<file path="src/rtl/alu_arb_pkg.sv">
`default_nettype none
// ============================================================================
// Module      : alu_arb_pkg
// Description : Shared constants for the miniRISC ALU arbiter: ALU control
//               codes, flag bit positions within {C,Z,S}, port indices and
//               a helper that sizes the port 1 aging counter.
// Revision    : 1.0 - initial release
// ============================================================================
package alu_arb_pkg;

  // ALU control codes (passed through the arbiter untouched)
  localparam logic [4:0] ALU_ADD  = 5'b00000;
  localparam logic [4:0] ALU_AND  = 5'b00001;
  localparam logic [4:0] ALU_XOR  = 5'b00010;
  localparam logic [4:0] ALU_SHL  = 5'b00011;
  localparam logic [4:0] ALU_SHR  = 5'b00111;
  localparam logic [4:0] ALU_SRA  = 5'b01111;
  localparam logic [4:0] ALU_DIFF = 5'b10000;

  // Bit positions inside a {C,Z,S} flag vector
  localparam int FLAG_C = 2;
  localparam int FLAG_Z = 1;
  localparam int FLAG_S = 0;

  // Port indices, also the encoding of the last-grant register
  localparam logic PORT_EX  = 1'b0;
  localparam logic PORT_AUX = 1'b1;

  // Width of a counter able to hold 0..max_wait (at least one bit)
  function automatic int wait_w(input int max_wait);
    return (max_wait > 0) ? $clog2(max_wait + 1) : 1;
  endfunction

endpackage : alu_arb_pkg
`default_nettype wire

</file>
<file path="src/rtl/rr_arb2_aging.sv">
`default_nettype none
// ============================================================================
// Module      : rr_arb2_aging
// Description : Two-way round-robin grant with an aging override for port 1.
//               Holds the last-grant pointer and the port 1 wait counter.
// Ports       : clk           - clock, rising edge
//               rst_n         - asynchronous active-low reset
//               req0_valid_i  - port 0 request
//               req1_valid_i  - port 1 request
//               grant0_o      - port 0 wins this cycle (only when requesting)
//               grant1_o      - port 1 wins this cycle (only when requesting)
// Revision    : 1.0 - initial release
// ============================================================================
module rr_arb2_aging #(
  parameter int MAX_WAIT = 4
) (
  input  logic clk,
  input  logic rst_n,
  input  logic req0_valid_i,
  input  logic req1_valid_i,
  output logic grant0_o,
  output logic grant1_o
);
  import alu_arb_pkg::*;

  localparam int WAIT_W = wait_w(MAX_WAIT);

  logic              last_grant_q, last_grant_d;
  logic [WAIT_W-1:0] wait_cnt_q, wait_cnt_d;
  logic              w_age;

  // Aging counter: counts consecutive cycles port 1 waits while valid.
  generate
    if (MAX_WAIT != 0) begin : g_age
      assign w_age = (wait_cnt_q == WAIT_W'(MAX_WAIT));

      always_comb begin
        wait_cnt_d = wait_cnt_q;
        if (!req1_valid_i || grant1_o) begin
          wait_cnt_d = '0;
        end else if (!w_age) begin
          wait_cnt_d = wait_cnt_q + WAIT_W'(1);
        end
      end
    end else begin : g_no_age
      assign w_age      = 1'b0;
      assign wait_cnt_d = '0;
    end
  endgenerate

  always_comb begin
    grant0_o = 1'b0;
    grant1_o = 1'b0;
    if (req0_valid_i && req1_valid_i) begin
      // A starved port 1 overrides the round-robin pointer.
      if (w_age || (last_grant_q == PORT_EX)) begin
        grant1_o = 1'b1;
      end else begin
        grant0_o = 1'b1;
      end
    end else if (req0_valid_i) begin
      grant0_o = 1'b1;
    end else if (req1_valid_i) begin
      grant1_o = 1'b1;
    end
  end

  always_comb begin
    last_grant_d = last_grant_q;
    if (grant0_o) begin
      last_grant_d = PORT_EX;
    end else if (grant1_o) begin
      last_grant_d = PORT_AUX;
    end
  end

  // Pointer resets to port 1 so port 0 wins the first contention.
  always_ff @(posedge clk or negedge rst_n) begin
    if (!rst_n) begin
      last_grant_q <= PORT_AUX;
      wait_cnt_q   <= '0;
    end else begin
      last_grant_q <= last_grant_d;
      wait_cnt_q   <= wait_cnt_d;
    end
  end

endmodule : rr_arb2_aging
`default_nettype wire

</file>
<file path="src/rtl/alu_arbiter.sv">
`default_nettype none
// ============================================================================
// Module      : alu_arbiter
// Description : Shares one combinational ALU between the execute stage
//               (port 0) and an auxiliary sequencer (port 1). One operation
//               per cycle; results and flags return one cycle later. Owns
//               the architectural {C,Z,S} flag register, written only by
//               port 0 operations that request it.
// Ports       : clk, rst_n             - clock / async active-low reset
//               req0_* / req1_*        - request handshakes and payloads
//               rsp0_* / rsp1_*        - registered responses (1-cycle pulse)
//               alu_a/alu_b/alu_ctrl   - drive to the external ALU
//               alu_result/alu_flags   - sampled from the external ALU
//               flags_q                - architectural flag register
// Revision    : 1.0 - initial release
// ============================================================================
module alu_arbiter #(
  parameter int WIDTH    = 32,
  parameter int CTRL_W   = 5,
  parameter int MAX_WAIT = 4
) (
  input  logic              clk,
  input  logic              rst_n,
  input  logic              req0_valid,
  output logic              req0_ready,
  input  logic [WIDTH-1:0]  req0_a,
  input  logic [WIDTH-1:0]  req0_b,
  input  logic [CTRL_W-1:0] req0_ctrl,
  input  logic              req0_flag_we,
  input  logic              req1_valid,
  output logic              req1_ready,
  input  logic [WIDTH-1:0]  req1_a,
  input  logic [WIDTH-1:0]  req1_b,
  input  logic [CTRL_W-1:0] req1_ctrl,
  output logic              rsp0_valid,
  output logic [WIDTH-1:0]  rsp0_result,
  output logic [2:0]        rsp0_flags,
  output logic              rsp1_valid,
  output logic [WIDTH-1:0]  rsp1_result,
  output logic [2:0]        rsp1_flags,
  output logic [WIDTH-1:0]  alu_a,
  output logic [WIDTH-1:0]  alu_b,
  output logic [CTRL_W-1:0] alu_ctrl,
  input  logic [WIDTH-1:0]  alu_result,
  input  logic [2:0]        alu_flags,
  output logic [2:0]        flags_q
);
  import alu_arb_pkg::*;

  logic             w_grant0, w_grant1;
  logic             w_xfer0, w_xfer1;

  logic             rsp0_valid_q, rsp0_valid_d;
  logic [WIDTH-1:0] rsp0_result_q, rsp0_result_d;
  logic [2:0]       rsp0_flags_q, rsp0_flags_d;
  logic             rsp1_valid_q, rsp1_valid_d;
  logic [WIDTH-1:0] rsp1_result_q, rsp1_result_d;
  logic [2:0]       rsp1_flags_q, rsp1_flags_d;
  logic [2:0]       flags_d;
  logic [2:0]       arch_flags_q;

  rr_arb2_aging #(
    .MAX_WAIT (MAX_WAIT)
  ) u_arb (
    .clk          (clk),
    .rst_n        (rst_n),
    .req0_valid_i (req0_valid),
    .req1_valid_i (req1_valid),
    .grant0_o     (w_grant0),
    .grant1_o     (w_grant1)
  );

  assign req0_ready = req0_valid & w_grant0;
  assign req1_ready = req1_valid & w_grant1;
  assign w_xfer0    = req0_ready;
  assign w_xfer1    = req1_ready;

  // ALU operands come from the winner; an idle ALU sees all zeros.
  always_comb begin
    alu_a    = '0;
    alu_b    = '0;
    alu_ctrl = '0;
    if (w_xfer0) begin
      alu_a    = req0_a;
      alu_b    = req0_b;
      alu_ctrl = req0_ctrl;
    end else if (w_xfer1) begin
      alu_a    = req1_a;
      alu_b    = req1_b;
      alu_ctrl = req1_ctrl;
    end
  end

  // Winner captures the ALU outputs; the loser's response holds.
  always_comb begin
    rsp0_valid_d  = w_xfer0;
    rsp0_result_d = rsp0_result_q;
    rsp0_flags_d  = rsp0_flags_q;
    rsp1_valid_d  = w_xfer1;
    rsp1_result_d = rsp1_result_q;
    rsp1_flags_d  = rsp1_flags_q;
    flags_d       = arch_flags_q;
    if (w_xfer0) begin
      rsp0_result_d = alu_result;
      rsp0_flags_d  = alu_flags;
      if (req0_flag_we) begin
        flags_d = alu_flags;
      end
    end
    if (w_xfer1) begin
      rsp1_result_d = alu_result;
      rsp1_flags_d  = alu_flags;
    end
  end

  always_ff @(posedge clk or negedge rst_n) begin
    if (!rst_n) begin
      rsp0_valid_q  <= 1'b0;
      rsp0_result_q <= '0;
      rsp0_flags_q  <= '0;
      rsp1_valid_q  <= 1'b0;
      rsp1_result_q <= '0;
      rsp1_flags_q  <= '0;
      arch_flags_q  <= '0;
    end else begin
      rsp0_valid_q  <= rsp0_valid_d;
      rsp0_result_q <= rsp0_result_d;
      rsp0_flags_q  <= rsp0_flags_d;
      rsp1_valid_q  <= rsp1_valid_d;
      rsp1_result_q <= rsp1_result_d;
      rsp1_flags_q  <= rsp1_flags_d;
      arch_flags_q  <= flags_d;
    end
  end

  assign rsp0_valid  = rsp0_valid_q;
  assign rsp0_result = rsp0_result_q;
  assign rsp0_flags  = rsp0_flags_q;
  assign rsp1_valid  = rsp1_valid_q;
  assign rsp1_result = rsp1_result_q;
  assign rsp1_flags  = rsp1_flags_q;
  assign flags_q     = arch_flags_q;

endmodule : alu_arbiter
`default_nettype wire

</file>
<file path="config.mk">
export PLATFORM = sky130hd
export DESIGN_NAME = alu_arbiter
export DESIGN_NICKNAME = d
export VERILOG_FILES = /design/src/rtl/alu_arb_pkg.sv /design/src/rtl/rr_arb2_aging.sv /design/src/rtl/alu_arbiter.sv
export SDC_FILE = /design/constraint.sdc
export NUM_CORES = 1
export LEC_CHECK = 0
export CORE_AREA = 2 2 125 127
export CTS_CLUSTER_DIAMETER = 60
export CTS_CLUSTER_SIZE = 8
export DETAILED_ROUTE_END_ITERATION = 8
export DIE_AREA = 0 0 127 129
export PLACE_DENSITY = 0.7
export SETUP_SLACK_MARGIN = 0.4
export SYNTH_ARGS = -nofsm -noshare
export SYNTH_HDL_FRONTEND = slang
export SYNTH_HIERARCHICAL = 1
export SYNTH_SLANG_ARGS = --single-unit
</file>
<file path="constraint.sdc">
create_clock -name clk -period 2.4 [get_ports clk]
set_input_delay 0.36 -clock clk [delete_from_list [all_inputs] [get_ports clk]]
set_output_delay 0.36 -clock clk [all_outputs]
set_load 0.01 [all_outputs]
</file>
==> qor.csv <==
stage,metric,value,unit
setup_path,critPathSlowestCell,dfrtp_1,
hold_path,hold_path_depth,3,
timing,slew_headroom,45.6,%
grt,use_met3,5.20,%
place,place_congestion,0.901,
setup_path,crit_chain,inv_2 > ha_4 > a21bo_4 > a21oi_4 > buf_6 > buf_12 > clkbuf_16 > nand3_1 > o21ai_1 > buf_2,
logic_synthesis,synth_nets,608,
drt,via_per_inst,5.14,
logic_synthesis,syn_inst,428,
layout,fin_nets,955,
grt,gr-usage-met1,25.1,%
hold_path,holdCritPathClass,in -> reg,
layout,antenna_cells,0,
logic_synthesis,syn_avg_cell_area,10.1,sq um
grt,antenna_found_initial,1,
clocking,cts.sinks,79,
floorplan,num_rows,45,
grt,grt_pass1_vias,4841,
grt,grt_overflow_total,0,
logic_synthesis,synth_seq_cells,79,
place,place_hpwl,13.1,mm
clocking,clock_path_buffers,2,
setup_path,crit_required,2.04,ns
layout,stdcell_area,9130,sq um
timing,post-route-period-util,105,%
logic_synthesis,synthArstFlopShare,100,%
pwr,irDropWorstVdd,0.534,mV
timing,min_period,2.52,ns
setup_path,crit_buf_inv,5,
timing,tightest_slew,0.816,ns
drt,ant_nets,0,
pwr,power_density,603,nW/um^2
floorplan,die_w,127,um
logic_synthesis,synth_compound_area_share,8.99,%
logic_synthesis,syn-cell-area,4330,sq um
logic_synthesis,synthAdderAreaFrac,0.578,%
layout,area_growth,111,%
drt,routed_wl,19.9,mm
drt,vias,4974,
layout,drive_above_1_share,36.1,%
logic_synthesis,synth_common_cells,"nand3_1, dfrtp_1, o21ai_0, mux2_2, mux2_4",
floorplan,coreArea,15000,sq um
logic_synthesis,synth_warnings,6,
logic_synthesis,synth_flop_cell,dfrtp_1,
hold_path,min_to,rsp1_valid,
setup_path,crit_family,buffers and inverters,
setup_path,crit_path_end_kind,primary output,
run,cap_violations,0,
place,port-buffer-count,323,
clocking,cts_tree,done,
setup_path,slowest_delay,0.37,ns
grt,grt_max_degree,70,
place,postPlaceCellArea,7900,sq um
logic_synthesis,synth-simple-area-share,17.2,%
setup_path,arrival,2.16,ns
setup_path,critPathKind,reg -> out,
logic_synthesis,yosys.area_share.xor_xnor,0,%
clocking,cts.htree.levels,3,
clocking,insertion_delay,0.34,ns
logic_synthesis,yosysSeqAreaShare,45.7,%
timing,fmax,396,MHz
grt,grt.busiest_layer,met2,
grt,gr-usage-met2,37.6,%
logic_synthesis,synth.most_common_cell,nand3_1,
floorplan,die_area,16400,sq um
floorplan,start_util,28.9,%
setup_path,timing.rr.start,u_arb/wait_cnt_q[0],
setup_path,r2r_setup_slack,0.04,ns
timing,drv_slew,0,
status,violations,negative setup slack,
grt,gr-usage-all-layers,21.2,%
drt,drt_first_pass_iters,5,
logic_synthesis,synth_mux_area_share,21.6,%
floorplan,io_pins,324,
pwr,p_leak,3.96,nW
timing,finalSetupViolCount,62,
clocking,cts_root_buf,clkbuf_16,
timing,rsz0062_at_grt,yes,
logic_synthesis,synth_top_cell_by_area,dfrtp_1,
timing,fin_ws,-0.124,ns
grt,grt_pass1_wl,27.1,mm
setup_path,cp_max_fo,8,
drt,wl_per_cell,20.6,um
logic_synthesis,yosysTopAreaCellShare,45.1,%
clocking,numCtsBuffers,9,
logic_synthesis,synth-edff-count,0,
setup_path,timing.rr.end,rsp0_result[13],
drt,drc_errors,0,
drt,drtIter0Drc,195,
logic_synthesis,synth_top_family_by_area,multiplexers,
clocking,clkTransAtPathRegs,0.06,ns
place,pre_cts_ws,-0.126,ns
setup_path,rr_worst_depth,12,
hold_path,hp-start,req1_valid,
timing,hold_violations,0,
logic_synthesis,synth_cell_type_count,23,
setup_path,startpoint_type,flop,
status,status,finished with violations,
timing,finalClockSkew,0.00397,ns
logic_synthesis,yosys-top-cells-area,"dfrtp_1, nand3_1, mux2_2, mux2_4, o21ai_0",
floorplan,die_h,129,um
flip-flops by register name (all words and copies together), names as in the netlist:
name	flops
flags_q	3
rsp0_valid	1
rsp1_valid	1
rsp1_result	32
rsp0_flags	3
rsp0_result	32
u_arb/wait_cnt_q	3
u_arb/last_grant_q	1
rsp1_flags	3
placed cells by master, fill, tap and decap left out, types with 2 or more instances in the layout:
cell	instances
inv_1	3
inv_2	3
nand3_1	119
dfrtp_1	78
nor4_1	2
buf_8	2
bufinv_16	2
buf_6	14
o21ai_2	26
nand3_2	18
o21ai_4	2
clkdlybuf4s50_1	249
buf_2	66
nand3_4	2
mux2_2	3
buf_16	11
buf_4	11
o21ai_1	41
buf_12	21
clkbuf_8	2
mux2_4	70
clkbuf_16	17
and2_4	2
repair_timing:
action                                  4_1_cts  5_1_grt
endpoints found under the setup margin      105      106
resized for setup                           372      117
setup buffers                                13        8
hold buffers                                  1        0
hold endpoints to repair                     34        0
cloned                                        9        8
pin swaps                                     3       17
report_power, final:
group	leakage [nW]	switching, mW	total (mW)	internal [mW]
clock network	0.162	0.544	1.51	0.967
registers	0.936	0.160	1.76	1.60
logic	2.86	0.841	2.24	1.40
total	3.96	1.55	5.51	3.96
per-stage QoR:
step                TNS (ns)  power, mW  utilization, %  instances  hold slack (ns)
global placement      -0.306       3.65            52.7        913            0.337
detailed placement     -1.61       3.69            52.7        913            0.350
finish                 -2.82       5.51            61.0        967            0.429
CTS                    -1.40       5.30            56.1        951            0.421
floorplan                  0       2.46               -        428           0.0644
global route          -10.05       5.73            61.0        967            0.433
final cells by class:
class,instances,area [sq um]
inverters,6,22.5
clock inverters,4,77.6
well taps,188,235
repair buffers,383,4030
clock buffers,11,253
multi-input cells,296,2540
fillers,1182,5850
flip-flops and latches,79,1980
cells by family (layout without fill, tap and decap cells):
kind of cell	Yosys count	after routing
buf+inv	53	404
mux	73	73
fa+ha+maj	2	2
simple gates	147	147
compound gates	74	74
flops	79	79
how the worst max path moves through the flow:
stage                         from           to  slack, ns  cells past startpoint
6_report       u_arb/wait_cnt_q[0]    alu_a[25]      -0.12                     10
5_1_grt        u_arb/wait_cnt_q[0]    alu_a[25]      -0.20                     10
4_1_cts        u_arb/wait_cnt_q[0]  alu_ctrl[1]       -0.1                      9
3_5_place_dp   u_arb/wait_cnt_q[1]    alu_b[30]      -0.13                      8
3_3_place_gp   u_arb/wait_cnt_q[0]    alu_b[30]      -0.11                      8
2_1_floorplan  u_arb/wait_cnt_q[0]     alu_a[0]       0.37                      9
routing by layer:
metal	routed length, um	vias up
met3	1340	52
met4	569	0
met2	10300	265
li1	-	2247
met5	0	-
met1	7720	2410
worst register-to-register path: stages, from the launching register on:
cell and delay, ns:
dfrtp_1 0.37, inv_2 0.05, ha_4 0.16, a21bo_4 0.23, a21oi_4 0.20, and2_4 0.21, buf_12 0.14, buf_6 0.10
buf_8 0.10, buf_12 0.14, buf_12 0.12, buf_16 0.14, mux2_4 0.30
(Power assumes the default switching activity.)
